$ cat src/rtl/w_clk_ctrl.sv
// -----------------------------------------------------------------------------
// w_clk_ctrl : write-clock-domain controller for the asynchronous FIFO.
//
// Owns the write side of the FIFO pointer pair. It counts accepted writes in
// binary, exports the count as a Gray pointer for the read domain, and brings
// the read domain's Gray pointer across a two-flop synchroniser. The full,
// almost-full and fill-level outputs are computed from that synchronised
// pointer, so they are conservative: they catch up with reads late, but they
// never report more free space than there really is.
//
// Ports
//   w_clk          write clock; all state changes on its rising edge
//   wrst_n         asynchronous active-low reset
//   w_en           write request
//   r_ptr          Gray read pointer from the read domain (asynchronous)
//   ovf_clr        synchronous clear of w_overflow
//   w_inc          memory write strobe, w_en & !w_full (combinational)
//   w_addr         memory write address (low bits of the binary counter)
//   w_ptr          registered Gray write pointer exported to the read domain
//   w_full         registered full flag
//   w_almost_full  registered almost-full flag (free slots <= AFULL_SLACK)
//   w_level        registered conservative fill level, 0..DEPTH
//   w_overflow     sticky flag: a write was attempted while full
// -----------------------------------------------------------------------------
module w_clk_ctrl #(
    parameter int ADDRESS_SIZE = 4,
    parameter int AFULL_SLACK  = 2
) (
    input  logic                    w_clk,
    input  logic                    wrst_n,
    input  logic                    w_en,
    input  logic [ADDRESS_SIZE:0]   r_ptr,
    input  logic                    ovf_clr,
    output logic                    w_inc,
    output logic [ADDRESS_SIZE-1:0] w_addr,
    output logic [ADDRESS_SIZE:0]   w_ptr,
    output logic                    w_full,
    output logic                    w_almost_full,
    output logic [ADDRESS_SIZE:0]   w_level,
    output logic                    w_overflow
);

    localparam int PW    = ADDRESS_SIZE + 1;
    localparam int DEPTH = 1 << ADDRESS_SIZE;

    // A full FIFO has the write pointer exactly one lap ahead of the read
    // pointer; in Gray code that is the read pointer with its two MSBs flipped.
    localparam logic [PW-1:0] FULL_MASK    = PW'(2'd3) << (PW - 2);
    localparam logic [PW-1:0] AFULL_THRESH = PW'(DEPTH - AFULL_SLACK);

    // Gray to binary: each binary bit is the XOR of all Gray bits at or above it.
    function automatic logic [PW-1:0] gray_to_bin(input logic [PW-1:0] g);
        logic [PW-1:0] b;
        b[PW-1] = g[PW-1];
        for (int i = PW - 2; i >= 0; i--) begin
            b[i] = b[i+1] ^ g[i];
        end
        return b;
    endfunction

    function automatic logic [PW-1:0] bin_to_gray(input logic [PW-1:0] b);
        return b ^ (b >> 1);
    endfunction

    logic [PW-1:0] w_bin_r;
    logic [PW-1:0] w_ptr_r;
    logic [PW-1:0] wq1_rptr_r;
    logic [PW-1:0] wq2_rptr_r;
    logic          w_full_r;
    logic          w_afull_r;
    logic [PW-1:0] w_level_r;
    logic          w_ovf_r;

    logic          w_inc_s;
    logic [PW-1:0] w_bnext_s;
    logic [PW-1:0] w_gnext_s;
    logic [PW-1:0] rq_bin_s;
    logic [PW-1:0] level_next_s;
    logic          full_next_s;
    logic          afull_next_s;
    logic          ovf_next_s;

    // Next-state logic for the write counter, flags, level and overflow.
    always_comb begin
        w_inc_s      = w_en & ~w_full_r;
        w_bnext_s    = w_bin_r + {{(PW-1){1'b0}}, w_inc_s};
        w_gnext_s    = bin_to_gray(w_bnext_s);
        rq_bin_s     = gray_to_bin(wq2_rptr_r);
        // Modulo arithmetic across the extra pointer bit gives the true
        // distance even when the write pointer has lapped the read pointer.
        level_next_s = w_bnext_s - rq_bin_s;
        full_next_s  = (w_gnext_s == (wq2_rptr_r ^ FULL_MASK));
        afull_next_s = (level_next_s >= AFULL_THRESH) | full_next_s;
        // A write attempt while full sets the flag and beats a clear.
        if (w_en & w_full_r) begin
            ovf_next_s = 1'b1;
        end else if (ovf_clr) begin
            ovf_next_s = 1'b0;
        end else begin
            ovf_next_s = w_ovf_r;
        end
    end

    // Two-flop synchroniser bringing the Gray read pointer into w_clk.
    always_ff @(posedge w_clk or negedge wrst_n) begin
        if (!wrst_n) begin
            wq1_rptr_r <= {PW{1'b0}};
            wq2_rptr_r <= {PW{1'b0}};
        end else begin
            wq1_rptr_r <= r_ptr;
            wq2_rptr_r <= wq1_rptr_r;
        end
    end

    // Write counter, exported Gray pointer and registered status outputs.
    always_ff @(posedge w_clk or negedge wrst_n) begin
        if (!wrst_n) begin
            w_bin_r   <= {PW{1'b0}};
            w_ptr_r   <= {PW{1'b0}};
            w_full_r  <= 1'b0;
            w_afull_r <= 1'b0;
            w_level_r <= {PW{1'b0}};
            w_ovf_r   <= 1'b0;
        end else begin
            w_bin_r   <= w_bnext_s;
            w_ptr_r   <= w_gnext_s;
            w_full_r  <= full_next_s;
            w_afull_r <= afull_next_s;
            w_level_r <= level_next_s;
            w_ovf_r   <= ovf_next_s;
        end
    end

    assign w_inc         = w_inc_s;
    assign w_addr        = w_bin_r[ADDRESS_SIZE-1:0];
    assign w_ptr         = w_ptr_r;
    assign w_full        = w_full_r;
    assign w_almost_full = w_afull_r;
    assign w_level       = w_level_r;
    assign w_overflow    = w_ovf_r;

endmodule

$ cat config.mk
export PLATFORM = sky130hd
export DESIGN_NAME = w_clk_ctrl
export DESIGN_NICKNAME = d
export VERILOG_FILES = /design/src/rtl/w_clk_ctrl.sv
export SDC_FILE = /design/constraint.sdc
export NUM_CORES = 1
export LEC_CHECK = 0
export CAP_MARGIN = 25
export CELL_PAD_IN_SITES_DETAIL_PLACEMENT = 0
export CELL_PAD_IN_SITES_GLOBAL_PLACEMENT = 1
export CORE_MARGIN = 4
export CORE_UTILIZATION = 41
export CTS_BUF_LIST = sky130_fd_sc_hd__clkbuf_8
export CTS_CLUSTER_DIAMETER = 50
export DETAILED_ROUTE_END_ITERATION = 10
export HOLD_SLACK_MARGIN = 0.15
export PLACE_DENSITY_LB_ADDON = 0.1
export SYNTH_ARGS = -nofsm -noshare
export SYNTH_HDL_FRONTEND = slang
export SYNTH_SLANG_ARGS = --single-unit
export TNS_END_PERCENT = 30
$ cat constraint.sdc
create_clock -name w_clk -period 3.1 [get_ports w_clk]
set_input_delay 0.465 -clock w_clk [delete_from_list [all_inputs] [get_ports w_clk]]
set_output_delay 0.465 -clock w_clk [all_outputs]
set_load 0.1 [all_outputs]
# == Word-level counts from Yosys, hierarchy flattened ==
# Cells that the tools add are included.
# totals
reg_bits,28
latchBits,0
ram_bits,0
mem_bits_ro,0
input_bits,9
output_inout_bits,18
word_cells,25
memories,0
# classes
add_sub_neg,2
n_mul,0
div_mod_pow,0
magnitude_cmp,1
n_eq_ne,1
shifts,0
mux,2
bitwise_logic,10
n_reduce_logical,1
# ops
operator,n
adder 5 x 1 -> 5 bit,1
== test 5 bit,1
"greater-or-equal comparator 5 x 4 -> 1 bit, second input constant",1
subtractor 5 bit,1
bitwise XOR 5 x 4 -> 5 bit,1
bitwise XOR 1 bit,4
AND 1 bit,2
2-to-1 mux 1 bit,2
NOT 2 bit,1
nonzero test 2 bit,1
NOT 1 bit,1
bitwise OR 1 bit,1

# == Depth between registers and ports, before layout ==
# depth
depth_word,7
ltp_mapped,11
mapped_depth_nobuf,11

# == Worst setup path before layout ==
# No wires, ideal clock.
# synth_path
kind,flip-flop to flip-flop
from,"register w_full_r, in the netlist w_full"
to,"register w_afull_r, in the netlist w_almost_full"
setup_time_ps,126
t_arrival_ps,4177
slack_ps,-1204
stages_incl_launch_ff,11
path_buffers,0
period_less_slack_ps,4304
cell_sequence,dfrtp_1 nor2b_1 ha_1 nand2_1 xor2_1 inv_1 ha_1 a21o_1 a21oi_1 xnor2_1 a311o_1
# synth_between
elab_chain_len,6
elab_cells_between_ends,8
cone_classes,add/sub (2); order compare (1); eq/ne (1); bitwise (4)
# synth_lines
item,line,text
from (decl),69,logic w_full_r;
from (signal assigned),127,w_full_r <= full_next_s;
NOT 1 bit,85,w_inc_s = w_en & ~w_full_r;
AND 1 bit,85,
net w_inc,34,"output logic w_inc,"
adder 5 x 1 -> 5 bit,86,"w_bnext_s = w_bin_r + {{(PW-1){1'b0}}, w_inc_s};"
net w_bnext_s[2],75,logic [PW-1:0] w_bnext_s;
subtractor 5 bit,91,level_next_s = w_bnext_s - rq_bin_s;
net level_next_s[4],78,logic [PW-1:0] level_next_s;
greater-or-equal comparator 5 x 4 -> 1 bit,93,afull_next_s = (level_next_s >= AFULL_THRESH) | full_next_s;
bitwise OR 1 bit,93,
net afull_next_s,80,logic afull_next_s;
to (signal assigned),128,w_afull_r <= afull_next_s;
to (decl),70,logic w_afull_r;
# The timed path passes the listed nets, and every way through them passes these cells.
# A chain may end at the register's enable or synchronous reset.

# == Worst setup path in the final report ==
# layout_path
from,register wq2_rptr_r[4]
to,"register w_afull_r, in the netlist w_almost_full"
# layout_between
elab_chain_len,7
elab_cells_between_ends,9
cone_classes,add/sub (1); order compare (1); eq/ne (1); bitwise (6)
# layout_lines
item,line,text
from (decl),68,logic [PW-1:0] wq2_rptr_r;
from (signal assigned),108,wq2_rptr_r <= {PW{1'b0}};
from (signal assigned),111,wq2_rptr_r <= wq1_rptr_r;
bitwise XOR 1 bit (4 in series),56,b[i] = b[i+1] ^ g[i];
subtractor 5 bit (*),91,
net level_next_s[4],78,
greater-or-equal comparator 5 x 4 -> 1 bit (*),93,
bitwise OR 1 bit (*),93,
net afull_next_s,80,
# The timed path passes the listed nets; every way through them passes the cells marked *.

==> impl_metrics.py <==
metrics = {
    "synth": {
        "syn_inst": 88,
        "syn-cell-area_um2": 1210,
        "synthArstFlopShare": 1.00,
        "synth_seq_cells": 27,
        "synth_top_flop_cell": "dfrtp_1",
        "synth.distinct_cells": 26,
        "syn-num-nets": 104,
        "synth-edff-count": 0,
        "yosysSeqAreaShare": 0.560,
        "synth_warnings": 0,
        "synth_area_per_cell_um2": 13.7,
    },
    "floorplanning": {
        "core-area_um2": 2780,
        "start_util": 0.434,
        "io_pins": 27,
        "die_x_um": 62.3,
        "fp.dieArea_um2": 3880,
        "die_h_um": 62.3,
        "rows": 19,
    },
    "detailed_routing": {
        "post_drt_wl_per_cell_um": 14.2,
        "vias_per_cell": 4.58,
        "routed_wl_mm": 2.13,
        "dr.pass1.iters": 2,
        "route.detailed.drc": 0,
        "vias": 687,
        "postRouteAntennaNets": 0,
        "drtIter0Drc": 18,
    },
    "worst_setup_path": {
        "path_class": "flip-flop to flip-flop",
        "endpoint_kind": "flip-flop",
        "max_stage_delay_ns": 0.41,
        "worstPathCellList": "xnor2_1 > xor2_1 > xor2_1 > xnor2_1 > ha_1 > fa_1 > inv_1 > a21o_1 > a21oi_1 > xnor2_1 > a311o_1",
        "cp_max_fo": 3,
        "crit_arrival_ns": 2.90,
        "startpoint_type": "flip-flop",
        "cpMostUsedCell": "xnor2_1",
        "slowest_stage": "dfrtp_1",
        "required_ns": 3.26,
    },
    "timing": {
        "period_minus_slack_ns": 2.74,
        "worst_hold_slack_ns": 0.357,
        "rsz0062_at_grt": "no",
        "slew_headroom": 0.741,
        "fmax_ghz": 0.364,
        "setup_tns_ns": 0,
        "tightest_slew_ns": 0.386,
        "layout_worst_path_cycle_share": 0.885,
        "finalHoldViolCount": 0,
        "setup_violations": 0,
        "drv_slew": 0,
        "finClkSkew_ns": 0.00415,
    },
    "final_layout": {
        "final_nets": 136,
        "fillers": 237,
        "drive_above_1_share": 0.277,
        "design_area_um2": 1540,
        "syn_to_final_growth_pct": 27.9,
        "diodes": 0,
        "post-route-util": 0.555,
    },
    "placed_design": {
        "port-buffer-count": 26,
        "place_area_um2": 1500,
        "hpwl_mm": 1.60,
        "place_congestion": 0.706,
    },
    "clock_network": {
        "htreeDepth": 1,
        "cts_tree": "yes",
        "clk_pin_slew_ns": 0.09,
        "ctsLongestPathBuffers": 2,
        "post_cts_buffers": 0,
        "numCtsBuffers": 3,
        "clk_latency_ns": 0.27,
        "cts_root_buffer": "clkbuf_8",
        "cts_hold_buf": 0,
        "cts_resized": 0,
        "clock-sinks": 27,
    },
    "global_route": {
        "grt_use_total": 0.117,
        "grt_pass1_wl_mm": 3.60,
        "grt_start_max_net_pins": 28,
        "grt.overflow.total": 0,
        "grt_pass1_vias": 793,
        "antenna_found_initial": 0,
    },
    "run": {
        "max-cap-violations": 0,
    },
    "outcome": {
        "status": "complete, no violations",
    },
    "hold_path": {
        "min_path_type": "flip-flop to flip-flop",
    },
}
==> critical path: cells and delay by family (launching register included) <==
| kind | cells | cell delay (ns) |
|---|---|---|
| XOR/XNOR | 5 | 1.07 |
| adder cells (fa/ha/maj) | 2 | 0.61 |
| AO/OA/AOI/OAI | 3 | 0.46 |
| flip-flops | 1 | 0.41 |
| buffers and inverters | 1 | 0.07 |
==> Yosys cell counts, drive strengths merged, types with 2 or more instances <==
cell type,instances,share of area
a21o,2,0.012
a21oi,3,0.012
dfrtp,27,0.56
ha,6,0.062
inv,9,0.028
nand2,2,0.0062
nor2b,2,0.010
xnor2,17,0.15
xnor3,2,0.037
xor2,4,0.029
==> state kept, by name, summed over array words and instances (netlist names) <==
signal and count:
w_level 5, wq2_rptr_r 5, w_full 1, w_overflow 1, w_almost_full 1, w_ptr 4
w_bin_r 5, wq1_rptr_r 5
==> layer usage <==
layer	part of all wire	vias to the layer above	GRT usage
met5	0	-	0
met1	0.45	321	0.145
met3	0.058	2	0.0324
li1	-	345	-
met2	0.48	19	0.187
met4	0.0080	0	0.0557
==> cells by family (layout without fill, tap and decap cells) <==
| family | count (synthesis) | after routing | synth area share |
|---|---|---|---|
| AOI/OAI and AO/OA | 10 | 10 | 0.0611 |
| DFF | 27 | 27 | 0.560 |
| xor gates and xnor gates | 23 | 23 | 0.211 |
| buffers and inverters | 11 | 42 | 0.0363 |
| adders and majority gates | 7 | 7 | 0.0788 |
| and+or+nand+nor | 10 | 10 | 0.0528 |
==> worst paths after layout <==
kind | from | to | slack [ns] | depth (start not counted)
hold reg to reg | wq1_rptr_r[2] | wq2_rptr_r[2] | 0.36 | 0
hold / removal | wq1_rptr_r[2] | wq2_rptr_r[2] | 0.36 | 0
max in group asynchronous | wrst_n | w_full | 2.26 | 2
min in group asynchronous | wrst_n | w_level[2] | 0.56 | 2
setup reg to reg | wq2_rptr_r[4] | w_almost_full | 0.36 | 11
setup / recovery | wq2_rptr_r[4] | w_almost_full | 0.36 | 11
==> placed cells by master (no fill, tap or decap), drive strengths merged, types with 2 or more instances in the layout <==
cell            n
dfrtp          27
buf            21
xnor2          17
inv             9
clkdlybuf4s50   8
ha              6
xor2            4
a21oi           3
clkbuf          3
nand2           2
a21o            2
xnor3           2
nor2b           2
==> area by class of cell <==
type / count / area [µm²] / area share
inverter: 9 / 33.8 / 0.0219
clock inverter: 1 / 5.00 / 0.00324
clock buffer: 3 / 41.3 / 0.0267
timing repair buffer: 29 / 238 / 0.154
multi-input combinational: 50 / 510 / 0.331
sequential: 27 / 677 / 0.438
tap: 31 / 38.8 / 0.0251
==> per-stage QoR <==
step	setup slack, ns	std cells
4_1_cts	0.329	150
3_3_place_gp	0.194	146
3_5_place_dp	0.133	146
6_report	0.356	150
2_1_floorplan	0.0165	88
5_1_grt	0.176	150
Power is left out: the tool's default activity adds up to more than one toggle a clock period on the data nets, which glitch-free logic cannot reach.
